`src/rtl/spi_burst_fsm_if.sv`:
```
// ============================================================================
//  Module      : spi_burst_fsm_if
//  Description : Control/handshake bundle between the SPI input conditioners,
//                the burst sequencer and the datapath enables.
//  Revision    : 1.0  initial release
// ============================================================================
`default_nettype none

interface spi_burst_fsm_if #(
    parameter int WC_BITS = 8
);
    logic               cs_n;
    logic               sclk_pos;
    logic               rw_bit;
    logic               addr_we;
    logic               sr_we;
    logic               dm_we;
    logic               miso_buff;
    logic               addr_inc;
    logic               overrun;
    logic [WC_BITS-1:0] word_count;

    modport master (
        output cs_n, sclk_pos, rw_bit,
        input  addr_we, sr_we, dm_we, miso_buff, addr_inc, overrun, word_count
    );

    modport slave (
        input  cs_n, sclk_pos, rw_bit,
        output addr_we, sr_we, dm_we, miso_buff, addr_inc, overrun, word_count
    );
endinterface

`default_nettype wire

```
`src/rtl/spi_burst_fsm.sv`:
```
// ============================================================================
//  Module      : spi_burst_fsm
//  Description : SPI memory-slave frame sequencer: header/data bit counting,
//                burst auto-increment, word count and overrun detection.
//  Revision    : 1.0  initial release
// ============================================================================
`default_nettype none

module spi_burst_fsm #(
    parameter int ADDR_BITS = 7,
    parameter int DATA_BITS = 8,
    parameter bit BURST_EN  = 1'b1,
    parameter int WC_BITS   = 8
) (
    input  wire logic        clk,
    input  wire logic        reset_n,
    spi_burst_fsm_if.slave   bus
);

    localparam int C_MAXB = ((ADDR_BITS + 1) > DATA_BITS) ? (ADDR_BITS + 1) : DATA_BITS;
    localparam int C_CW   = $clog2(C_MAXB + 1);
    localparam logic [C_CW-1:0] C_ADDR_LAST = C_CW'(ADDR_BITS);
    localparam logic [C_CW-1:0] C_DATA_LAST = C_CW'(DATA_BITS - 1);

    typedef enum logic [3:0] {
        S_IDLE      = 4'd0,
        S_ADDR      = 4'd1,
        S_LATCH     = 4'd2,
        S_RD_LOAD   = 4'd3,
        S_RD_SHIFT  = 4'd4,
        S_WR_SHIFT  = 4'd5,
        S_WR_COMMIT = 4'd6,
        S_INC       = 4'd7,
        S_DONE      = 4'd8
    } state_t;

    state_t             state_q, state_d;
    logic [C_CW-1:0]    bit_cnt_q, bit_cnt_d;
    logic               rd_flag_q, rd_flag_d;
    logic [WC_BITS-1:0] wc_q, wc_d, wc_sat_inc;
    logic               ovr_q, ovr_d;
    logic               cnt_inc;
    logic               addr_we_q, addr_we_d;
    logic               sr_we_q, sr_we_d;
    logic               dm_we_q, dm_we_d;
    logic               miso_q, miso_d;
    logic               addr_inc_q, addr_inc_d;

    always_comb begin
        state_d    = state_q;
        rd_flag_d  = rd_flag_q;
        wc_d       = wc_q;
        ovr_d      = ovr_q;
        cnt_inc    = 1'b0;
        wc_sat_inc = (&wc_q) ? wc_q : wc_q + 1'b1;

        // Chip-select release wins over any SCLK edge in the same cycle.
        if (bus.cs_n) begin
            state_d = S_IDLE;
        end else begin
            case (state_q)
                S_IDLE: begin
                    state_d = S_ADDR;
                    wc_d    = '0;
                    ovr_d   = 1'b0;
                end
                S_ADDR: begin
                    if (bus.sclk_pos) begin
                        if (bit_cnt_q == C_ADDR_LAST) state_d = S_LATCH;
                        else                          cnt_inc = 1'b1;
                    end
                end
                S_LATCH: begin
                    rd_flag_d = bus.rw_bit;
                    state_d   = bus.rw_bit ? S_RD_LOAD : S_WR_SHIFT;
                    if (bus.sclk_pos) ovr_d = 1'b1;
                end
                S_RD_LOAD: begin
                    state_d = S_RD_SHIFT;
                    if (bus.sclk_pos) ovr_d = 1'b1;
                end
                S_RD_SHIFT: begin
                    if (bus.sclk_pos) begin
                        if (bit_cnt_q == C_DATA_LAST) begin
                            wc_d    = wc_sat_inc;
                            state_d = BURST_EN ? S_INC : S_DONE;
                        end else begin
                            cnt_inc = 1'b1;
                        end
                    end
                end
                S_WR_SHIFT: begin
                    if (bus.sclk_pos) begin
                        if (bit_cnt_q == C_DATA_LAST) state_d = S_WR_COMMIT;
                        else                          cnt_inc = 1'b1;
                    end
                end
                S_WR_COMMIT: begin
                    wc_d    = wc_sat_inc;
                    state_d = BURST_EN ? S_INC : S_DONE;
                    if (bus.sclk_pos) ovr_d = 1'b1;
                end
                S_INC: begin
                    state_d = rd_flag_q ? S_RD_LOAD : S_WR_SHIFT;
                    if (bus.sclk_pos) ovr_d = 1'b1;
                end
                S_DONE:  state_d = S_DONE;
                default: state_d = S_IDLE;
            endcase
        end

        if (state_d != state_q) bit_cnt_d = '0;
        else if (cnt_inc)       bit_cnt_d = bit_cnt_q + 1'b1;
        else                    bit_cnt_d = bit_cnt_q;

        // Enables are decoded from the next state so they line up with it.
        addr_we_d  = (state_d == S_ADDR);
        sr_we_d    = (state_d == S_RD_LOAD);
        dm_we_d    = (state_d == S_WR_COMMIT);
        addr_inc_d = (state_d == S_INC);
        miso_d     = (state_d == S_RD_LOAD) || (state_d == S_RD_SHIFT) ||
                     ((state_d == S_INC) && rd_flag_d);
    end

    always_ff @(posedge clk or negedge reset_n) begin
        if (!reset_n) begin
            state_q    <= S_IDLE;
            bit_cnt_q  <= '0;
            rd_flag_q  <= 1'b0;
            wc_q       <= '0;
            ovr_q      <= 1'b0;
            addr_we_q  <= 1'b0;
            sr_we_q    <= 1'b0;
            dm_we_q    <= 1'b0;
            miso_q     <= 1'b0;
            addr_inc_q <= 1'b0;
        end else begin
            state_q    <= state_d;
            bit_cnt_q  <= bit_cnt_d;
            rd_flag_q  <= rd_flag_d;
            wc_q       <= wc_d;
            ovr_q      <= ovr_d;
            addr_we_q  <= addr_we_d;
            sr_we_q    <= sr_we_d;
            dm_we_q    <= dm_we_d;
            miso_q     <= miso_d;
            addr_inc_q <= addr_inc_d;
        end
    end

    assign bus.addr_we    = addr_we_q;
    assign bus.sr_we      = sr_we_q;
    assign bus.dm_we      = dm_we_q;
    assign bus.miso_buff  = miso_q;
    assign bus.addr_inc   = addr_inc_q;
    assign bus.overrun    = ovr_q;
    assign bus.word_count = wc_q;

endmodule

`default_nettype wire

```
`src/flat_wrapper.sv`:
```
// flat-port wrapper written by rule: the top's interface ports become plain ports
module spi_burst_fsm_flat 
#(
    parameter int ADDR_BITS = 7,
    parameter int DATA_BITS = 8,
    parameter bit BURST_EN  = 1'b1,
    parameter int WC_BITS   = 8
)
  (clk, reset_n, bus_cs_n, bus_sclk_pos, bus_rw_bit, bus_addr_we, bus_sr_we, bus_dm_we, bus_miso_buff, bus_addr_inc, bus_overrun, bus_word_count);
  spi_burst_fsm_if #(.WC_BITS(WC_BITS)) bus_i ();
  input  wire logic clk;
  input  wire logic reset_n;
  input wire logic [$bits(bus_i.cs_n)-1:0] bus_cs_n;
  input wire logic [$bits(bus_i.sclk_pos)-1:0] bus_sclk_pos;
  input wire logic [$bits(bus_i.rw_bit)-1:0] bus_rw_bit;
  output wire logic [$bits(bus_i.addr_we)-1:0] bus_addr_we;
  output wire logic [$bits(bus_i.sr_we)-1:0] bus_sr_we;
  output wire logic [$bits(bus_i.dm_we)-1:0] bus_dm_we;
  output wire logic [$bits(bus_i.miso_buff)-1:0] bus_miso_buff;
  output wire logic [$bits(bus_i.addr_inc)-1:0] bus_addr_inc;
  output wire logic [$bits(bus_i.overrun)-1:0] bus_overrun;
  output wire logic [$bits(bus_i.word_count)-1:0] bus_word_count;
  assign bus_i.cs_n = bus_cs_n;
  assign bus_i.sclk_pos = bus_sclk_pos;
  assign bus_i.rw_bit = bus_rw_bit;
  assign bus_addr_we = bus_i.addr_we;
  assign bus_sr_we = bus_i.sr_we;
  assign bus_dm_we = bus_i.dm_we;
  assign bus_miso_buff = bus_i.miso_buff;
  assign bus_addr_inc = bus_i.addr_inc;
  assign bus_overrun = bus_i.overrun;
  assign bus_word_count = bus_i.word_count;
  spi_burst_fsm #(.ADDR_BITS(ADDR_BITS), .DATA_BITS(DATA_BITS), .BURST_EN(BURST_EN), .WC_BITS(WC_BITS)) u_core (.clk(clk), .reset_n(reset_n), .bus(bus_i));
endmodule
```
`config.mk`:
```
export PLATFORM = sky130hd
export DESIGN_NAME = spi_burst_fsm_flat
export DESIGN_NICKNAME = d
export VERILOG_FILES = /design/src/rtl/spi_burst_fsm_if.sv /design/src/rtl/spi_burst_fsm.sv /design/src/flat_wrapper.sv
export SDC_FILE = /design/constraint.sdc
export NUM_CORES = 1
export LEC_CHECK = 0
export CORE_UTILIZATION = 30
export CTS_CLUSTER_DIAMETER = 60
export DETAILED_ROUTE_END_ITERATION = 10
export PLACE_DENSITY = 0.48
export SKIP_LAST_GASP = 1
export SYNTH_ARGS = -nofsm -noshare
export SYNTH_HDL_FRONTEND = slang
export SYNTH_SLANG_ARGS = --single-unit
```
`constraint.sdc`:
```
create_clock -name clk -period 2.1 [get_ports clk]
set_input_delay 0.315 -clock clk [delete_from_list [all_inputs] [get_ports clk]]
set_output_delay 0.315 -clock clk [all_outputs]
set_load 0.01 [all_outputs]
```
==> metrics.csv <==
stage,metric,value,unit
run_status,status,"complete, no violations",
logic_synthesis,synthCells,129,
logic_synthesis,synth_area,1280,µm²
final_layout,nFillCells,411,
final_layout,multi_input_area,643,µm²
floorplanning,start_util,31.6,%
logic_synthesis,ys_types,45,
setup_path,cpPeakStageDelay,0.39,ns
route,wl,2760,µm
cts,cts.sinks,23,
setup_path,required,2.30,ns
logic_synthesis,synth_flop_cell,dfrtp_1,
floorplanning,die_height,67.4,µm
timing,worstMarginPinSlew,0.438,ns
cts,cts_resized,0,
route,wire_per_inst,13.5,µm
cts,hold_buffers,0,
floorplanning,io-pin-count,19,
timing,setup_violations,0,
logic_synthesis,yosys_warnings,0,
cts,cts-root-buf,clkbuf_8,
final_layout,layout_common_cells,"dfrtp_1 (23), clkdlybuf4s50_1 (18), nor2_1 (13), nand2_1 (11), buf_4 (10)",
cts,htree_levels,1,
logic_synthesis,syn_avg_cell_area,9.93,µm²
timing,tns,0,ns
logic_synthesis,synth_seq_cells,23,
placed_design,port_buffers,18,
pwr,p_leak,0.663,nW
setup_path,critical_path.cell_chain,"ha_1, nand4b_2, buf_4, nor3_1, o21a_1, o2111a_1, nor2b_1",
cts,cts_tree,built,
final_layout,postLayoutCellArea,1600,µm²
pwr,cellPowerDensity,502,nW/µm²
timing,rsz0062_at_grt,false,
pwr,p_seq_share,56.2,%
cts,clk_latency,0.27,ns
final_layout,final_common_cell,dfrtp_1,
floorplanning,die-area,4540,µm²
cts,clk_pin_slew,0.09,ns
setup_path,end_kind,register,
setup_path,crit_type,register to register,
route,dr.first_iter.drc_count,66,
global_routing,grt_max_degree,24,
floorplanning,core_area,4060,µm²
final_layout,fin_util,39.5,%
final_layout,fin_cells,205,
timing,period_share,86.8,%
pwr,p_sw_share,24.4,%
placed_design,gp_congestion,0.829,
placed_design,dpl_cell_area,1560,µm²
setup_path,startpoint_type,register,
cts,clock_path_buffers,2,
pwr,vdd_drop_max,0.000257,V
logic_synthesis,synth_edf_count,0,
final_layout,seq_area,576,µm²
route,drc,0,
logic_synthesis,yosysSeqAreaShare,44.9,%
cts,cts_buffers,3,
job,cap_violations,0,
pwr,clkPwrFrac,35.5,%
logic_synthesis,netlist_top_cells_area,"dfrtp_1 (45%), xnor2_1 (4.1%), nor4_2 (3.9%)",
route,ant_nets,0,
final_layout,nNetsFinal,163,
pwr,combPwrFrac,8.3,%
timing,min_period,1.82,ns
timing,slew_violations,0,
placed_design,pre_cts_ws,0.0622,ns
timing,slew_headroom,70.8,%
setup_path,crit_arrival,2.02,ns
placed_design,dp.cells,201,
global_routing,grt_pass1_vias,1057,
logic_synthesis,synth_largest_area_cell,dfrtp_1,
timing,worst_slack,0.277,ns
pwr,power,0.804,mW
pwr,p_int,0.608,mW
timing,hold_violations,0,
final_layout,n_antenna_cell,0,
floorplanning,rows,23,
cts,post-cts-setup-buffers,0,
route,firstDrtPassIters,4,
final_layout,drive_gt1_share,16.8,%
logic_synthesis,synthArstFlopShare,100,%
route,routed_via_density,5.05,
logic_synthesis,synth_top_area_share,44.9,%
placed_design,detailed_place_hpwl,2010,µm
setup_path,cp_max_fo,5,
setup_path,slowest_stage,dfrtp_1,
min_path,hp-class,primary input to asynchronous set/reset pin,
global_routing,overflow,0,
timing,max_freq,548,MHz
global_routing,grt_pass1_wl,4910,µm
global_routing,antenna_found_initial,0,
timing,whs,0.404,ns
global_routing,grt_usage,14.6,%
final_layout,syn_to_final_growth,25.0,%
floorplanning,die_w,67.4,µm
timing,fin_worst_skew,0.00852,ns
pwr,p_switching,0.196,mW
route,vias,1036,
logic_synthesis,syn-num-nets,136,
## worst max-delay path: cells and delay by family, from the launching register on
kind | cells | cell delay [ns]
flops | 1 | 0.39
compound gates | 2 | 0.49
fa+ha+maj | 1 | 0.26
simple gates | 3 | 0.47
buf+inv | 1 | 0.16
## power by group through the flow
| stage | logic, mW | registers [mW] | clock network, mW |
|---|---|---|---|
| floorplan | 0.0327 | 0.460 | 0 |
| global placement | 0.0667 | 0.460 | 0 |
| detailed placement | 0.0677 | 0.460 | 0 |
| CTS | 0.0681 | 0.452 | 0.294 |
| global route | 0.0768 | 0.453 | 0.316 |
| finish | 0.0668 | 0.452 | 0.286 |
## layout make-up
| type | count | share of cell area, % |
|---|---|---|
| timing repair buffer | 28 | 15.9 |
| inverter | 5 | 1.17 |
| sequential | 23 | 35.9 |
| tap | 50 | 3.91 |
| multi-input combinational | 95 | 40.2 |
| clock inverter | 1 | 0.312 |
| clock buffer | 3 | 2.58 |
## cells by family after synthesis
logic type                 share of synthesized area (%)
and+or+nand+nor                                     29.5
xor gates and xnor gates                            4.79
adders and majority gates                           1.95
DFF                                                 44.9
buffers and inverters                               4.88
muxes                                               1.95
AOI/OAI and AO/OA                                   12.0
## cell usage after synthesis, types with 2 or more instances
cell	instances
buf_2	2
nor3_1	4
nor4_2	4
o211ai_1	3
xnor2_1	6
nand2_1	11
nand3_1	3
nand2b_1	3
nor2_1	13
ha_1	2
nand4_1	4
or3_1	2
o21ai_0	4
a21oi_1	6
buf_6	2
dfrtp_1	23
inv_1	4
o21ai_1	3
nor4_1	4
## registers in the layout, indices dropped and copies added, names as in the netlist
name / flops
u_core.bus.word_count: 8
u_core.bit_cnt_q: 4
u_core.state_q: 4
u_core.bus.addr_inc: 1
u_core.bus.addr_we: 1
u_core.bus.dm_we: 1
u_core.bus.miso_buff: 1
u_core.bus.overrun: 1
u_core.bus.sr_we: 1
u_core.rd_flag_q: 1
## routing by layer
| layer | part of all wire (%) | GRT usage [%] | vias to the layer above |
|---|---|---|---|
| li1 | - | - | 519 |
| met1 | 48 | 19.3 | 494 |
| met2 | 48 | 23.0 | 21 |
| met3 | 3.3 | 3.04 | 2 |
| met4 | 0.69 | 5.85 | 0 |
| met5 | 0 | 0 | - |
## worst paths after layout
check | startpoint | end | slack [ns] | depth (start not counted)
worst max-delay path | u_core.bit_cnt_q[0]$_DFFE_PN0P_ | u_core.bus.sr_we$_DFF_PN0_ | 0.28 | 7
worst min-delay path | reset_n | u_core.bus.word_count[1]$_DFFE_PN0P_ | 0.40 | 2
worst max register to register | u_core.bit_cnt_q[0]$_DFFE_PN0P_ | u_core.bus.sr_we$_DFF_PN0_ | 0.28 | 7
worst min register to register | u_core.bus.overrun$_DFFE_PN0P_ | u_core.bus.overrun$_DFFE_PN0P_ | 0.53 | 2
max in group asynchronous | reset_n | u_core.bit_cnt_q[3]$_DFFE_PN0P_ | 1.46 | 2
min in group clk | u_core.bus.overrun$_DFFE_PN0P_ | u_core.bus.overrun$_DFFE_PN0P_ | 0.53 | 2
Note: power is estimated with default switching activity, not from simulation.
==> variant 1: new RTL, config.mk and constraints unchanged <==
`ADDR_BITS` is set to 7 in 2 places; all go to 6.
--- a/src/rtl/spi_burst_fsm.sv
+++ b/src/rtl/spi_burst_fsm.sv
@@ -7,7 +7,7 @@
 `default_nettype none
 
 module spi_burst_fsm #(
-    parameter int ADDR_BITS = 7,
+    parameter int ADDR_BITS = 6,
     parameter int DATA_BITS = 8,
     parameter bit BURST_EN  = 1'b1,
     parameter int WC_BITS   = 8
--- a/src/flat_wrapper.sv
+++ b/src/flat_wrapper.sv
@@ -1,7 +1,7 @@
 // flat-port wrapper written by rule: the top's interface ports become plain ports
 module spi_burst_fsm_flat 
 #(
-    parameter int ADDR_BITS = 7,
+    parameter int ADDR_BITS = 6,
     parameter int DATA_BITS = 8,
     parameter bit BURST_EN  = 1'b1,
     parameter int WC_BITS   = 8
Function: changed (a bounded check fails within 10 cycles, from zero or initial values and one cycle with reset_n low).
==> variant 1 against the original RTL <==
  * Area after synthesis rose by 8.6%
  * Final area increased by 13%
  * Sequential cell count stayed put
  * Clock skew down 4.0 ps
  * Combinational power rose by 53%
  * Wire length increased by 17%
  * Worst setup slack worse by 170 ps
  * Power up 6.7%
  * Critical path type unchanged
  * Highest routed layer unchanged
==> variant 1: results <==
group,metric,value,unit
routing,drc,0,
routing,vias,1248,
grt,grt_pass1_wl,5.54,mm
pwr,irDropWorstVdd,0.192,mV
logic_synthesis,ys_async_sr_fraction,100,%
place,dp_hpwl,2.34,mm
clocking,clk_latency,270,ps
sta,fin_skew,4.52,ps
pwr,power_leakage,0.799,nW
logic_synthesis,ys_seq_area_share,41.4,%
sta,slew_headroom,72.7,%
clocking,htreeDepth,1,
grt,grt_util_met2,23.1,%
clocking,clk_pin_slew,90,ps
clocking,clock-root-buffer,"clkbuf_8",
run_status,status,"finished, final reports clean",
worst_hold_path,worstHoldPathType,"in2async",
place,place_ws,-158,ps
place,gp_congestion,0.820,
grt,gr-usage-met1,17.9,%
grt,grt_max_degree,24,
cells_and_area,fin_nets,190,
logic_synthesis,syn_nets,155,
place,numPortBuffers,18,
clocking,numCtsBuffers,3,
grt,grt.met3_usage,2.89,%
logic_synthesis,yosysUniqueCellTypes,50,
routing,dr.pass1.iters,4,
routing,first_iter_violations,57,
cells_and_area,drive_gt1_share,19.9,%
cells_and_area,antennaDiodeCount,0,
cells_and_area,fill_cells,430,
setup_path,cp.arrival,2180,ps
logic_synthesis,synth_common_cells,"23 x dfrtp_1, 13 x a21oi_1, 10 x nor2_1, 8 x nand2_1, 7 x nand3_1",
setup_path,critPathMaxFanout,5,
cells_and_area,largest_register_ffs,8,
logic_synthesis,synth_area_leaders,"dfrtp_1 41%, a21oi_1 4.7%, and2b_1 2.7%",
grt,track_usage,14.1,%
clocking,cts.path.max_buffers,2,
routing,wire_per_inst,13.8,um
-- variant 1: worst max-delay path, cell delays in order, from the launching register on --
cell and delay (ps):
dfrtp_1 420, ha_1 220, nand4b_1 190, o21ai_1 100, a2bb2oi_1 170, or4_4 570
o31ai_1 240
-- variant 1: routing by layer --
| layer | up-vias | wire length (um) |
|---|---|---|
| met2 | 28 | 1490 |
| met1 | 595 | 1550 |
| met3 | 6 | 131 |
| met5 | - | 0 |
| met4 | 0 | 52 |
| li1 | 619 | - |
-- variant 1: path summary, 6_finish.rpt --
path	cells past startpoint	to	startpoint	slack (ps)
min in group clk	1	u_core.bit_cnt_q[3]	u_core.bit_cnt_q[3]	540
max	6	u_core.bus.word_count[5]	u_core.bit_cnt_q[0]	110
max in group asynchronous	2	u_core.state_q[3]	reset_n	1460
min	2	u_core.bus.word_count[7]	reset_n	390
min reg2reg	1	u_core.bit_cnt_q[3]	u_core.bit_cnt_q[3]	540
max reg2reg	6	u_core.bus.word_count[5]	u_core.bit_cnt_q[0]	110
-- variant 1: report_power, final --
part           switching, mW  internal [mW]  total [mW]
clock                  0.165          0.135       0.299
combinational         0.0516         0.0507       0.102
sequential           0.00865          0.448       0.457
-- variant 1: layout make-up --
cell class / count / area share, %
tap: 52 / 3.60
sequential: 23 / 32.0
clock inverter: 1 / 0.416
inverter: 6 / 1.25
multi-input combinational: 111 / 41.9
timing repair buffer: 37 / 18.6
clock buffer: 3 / 2.29
-- variant 1: stage by stage --
stage,cells,hold slack (ps),TNS (ps),instance area [sq um]
6_report,233,390,0,1810
3_3_place_gp,228,518,-512,1740
5_1_grt,233,413,0,1810
2_1_floorplan,147,19.4,0,1390
4_1_cts,232,405,0,1790
3_5_place_dp,228,531,-906,1740
-- variant 1: what timing repair did --
item | in CTS | in global routing
setup endpoints to repair | 0 | 8
setup buffers | 0 | 1
resized for setup | 0 | 5
-- variant 1: logic make-up (layout without fill, tap and decap cells) --
logic type,after synthesis,count (layout),synth area share [%]
simple gates,61,61,26.2
compound gates,43,43,21.9
flops,23,23,41.4
buf+inv,13,47,5.04
fa+ha+maj,3,3,2.70
mux,3,3,2.25
xor+xnor,1,1,0.630
==> variant 2: new RTL, config.mk and constraints unchanged <==
Made on the original files. The 9 states of `state_t` get a one-hot encoding in 9 bits.
--- a/src/rtl/spi_burst_fsm.sv
+++ b/src/rtl/spi_burst_fsm.sv
@@ -22,16 +22,16 @@
     localparam logic [C_CW-1:0] C_ADDR_LAST = C_CW'(ADDR_BITS);
     localparam logic [C_CW-1:0] C_DATA_LAST = C_CW'(DATA_BITS - 1);
 
-    typedef enum logic [3:0] {
-        S_IDLE      = 4'd0,
-        S_ADDR      = 4'd1,
-        S_LATCH     = 4'd2,
-        S_RD_LOAD   = 4'd3,
-        S_RD_SHIFT  = 4'd4,
-        S_WR_SHIFT  = 4'd5,
-        S_WR_COMMIT = 4'd6,
-        S_INC       = 4'd7,
-        S_DONE      = 4'd8
+    typedef enum logic [8:0] {
+        S_IDLE      = 9'b000000001,
+        S_ADDR      = 9'b000000010,
+        S_LATCH     = 9'b000000100,
+        S_RD_LOAD   = 9'b000001000,
+        S_RD_SHIFT  = 9'b000010000,
+        S_WR_SHIFT  = 9'b000100000,
+        S_WR_COMMIT = 9'b001000000,
+        S_INC       = 9'b010000000,
+        S_DONE      = 9'b100000000
     } state_t;
 
     state_t             state_q, state_d;
Check against the original RTL: same outputs for any inputs over 10 cycles, from zero or initial values and one cycle with reset_n low; not proved beyond that.
==> variant 2 against the original RTL <==
  * Wire length is 80% higher
  * The flow now finishes with violations (setup timing)
  * Worst setup slack worse by 290 ps
  * Critical path type unchanged
  * Core utilization is 4.8 points higher
  * Sequential cell count is 5 higher
  * Area after synthesis is 45% higher
  * Final area is 65% higher
  * Largest cell class unchanged
  * Sequential share of layout area is 9.2 points lower
  * Power is 49% higher
  * Highest routed layer unchanged
==> variant 2: results <==
group,metric,value,unit
routing,dr.pass1.iters,6,
grt,grt_util_met2,25.8,%
sta,layout_setup_ws,-12.8,ps
logic_synthesis,synth_compound_area_share,19.7,%
sta,hold-worst-slack,413,ps
place,placedCellCount,332,
sta,setup_viol,4,
logic_synthesis,synth_xor_area_share,1.89,%
setup_path,r2r.worst_path.cells,8,
run_status,status,"finished, violations left",
routing,wire_per_inst,14.6,um
routing,vias,1779,
setup_path,r2r_end,"u_core.bit_cnt_q[2]",
setup_path,crit_path_max_incr_delay,440,ps
logic_synthesis,synth_area_per_cell,9.00,sq um
logic_synthesis,ys_seq_area_share,37.9,%
logic_synthesis,synth_area_leaders,"dfrtp_1 36%, nor2_1 4.5%, o21ai_1 3.8%",
setup_path,cp.arrival,2300,ps
grt,grt_max_degree,29,
place,place_ws,-118,ps
logic_synthesis,synth_common_cells,"27 x dfrtp_1, 22 x nor2_1, 14 x o21ai_1, 11 x nand2_1, 10 x a21oi_1",
run_status,violations,"setup timing",
pwr,irDropWorstVdd,0.241,mV
cells_and_area,drive_gt1_share,33.1,%
sta,setup_tns,-43.4,ps
logic_synthesis,muxShareOfSynthArea,2.23,%
grt,track_usage,16.4,%
setup_path,worstReg2RegStart,"u_core.state_q[6]",
logic_synthesis,synth_adder_area_share,1.35,%
clocking,ctsResizeCount,3,
routing,first_iter_violations,87,
logic_synthesis,yosysUniqueCellTypes,58,
grt,grt_pass1_wl,8.14,mm
place,dp_hpwl,3.68,mm
place,dpl-instance-area,2420,sq um
sta,fin_skew,2.87,ps
grt,grt_pass1_vias,1670,
pwr,power_leakage,1.13,nW
==> variant 2: power by group through the flow <==
stage / Sequential [mW] / Combinational (mW) / Clock (mW)
2_1_floorplan: 0.568 / 0.147 / 0
3_3_place_gp: 0.571 / 0.263 / 0
3_5_place_dp: 0.571 / 0.261 / 0
4_1_cts: 0.561 / 0.266 / 0.368
5_1_grt: 0.562 / 0.310 / 0.393
6_report: 0.560 / 0.287 / 0.350
==> variant 2: final cells by class <==
type | instances | area, sq um
Tap cell | 75 | 93.8
Multi-Input combinational cell | 160 | 1170
Sequential cell | 28 | 706
Inverter | 2 | 7.51
Timing Repair Buffer | 72 | 602
Fill cell | 600 | 3320
Clock buffer | 4 | 55.1
==> variant 2: critical path: cells and delay by family (launching register included) <==
kind,cells,cell delay (ps)
compound gates,5,1100
flops,1,440
buf+inv,2,250
simple gates,1,230
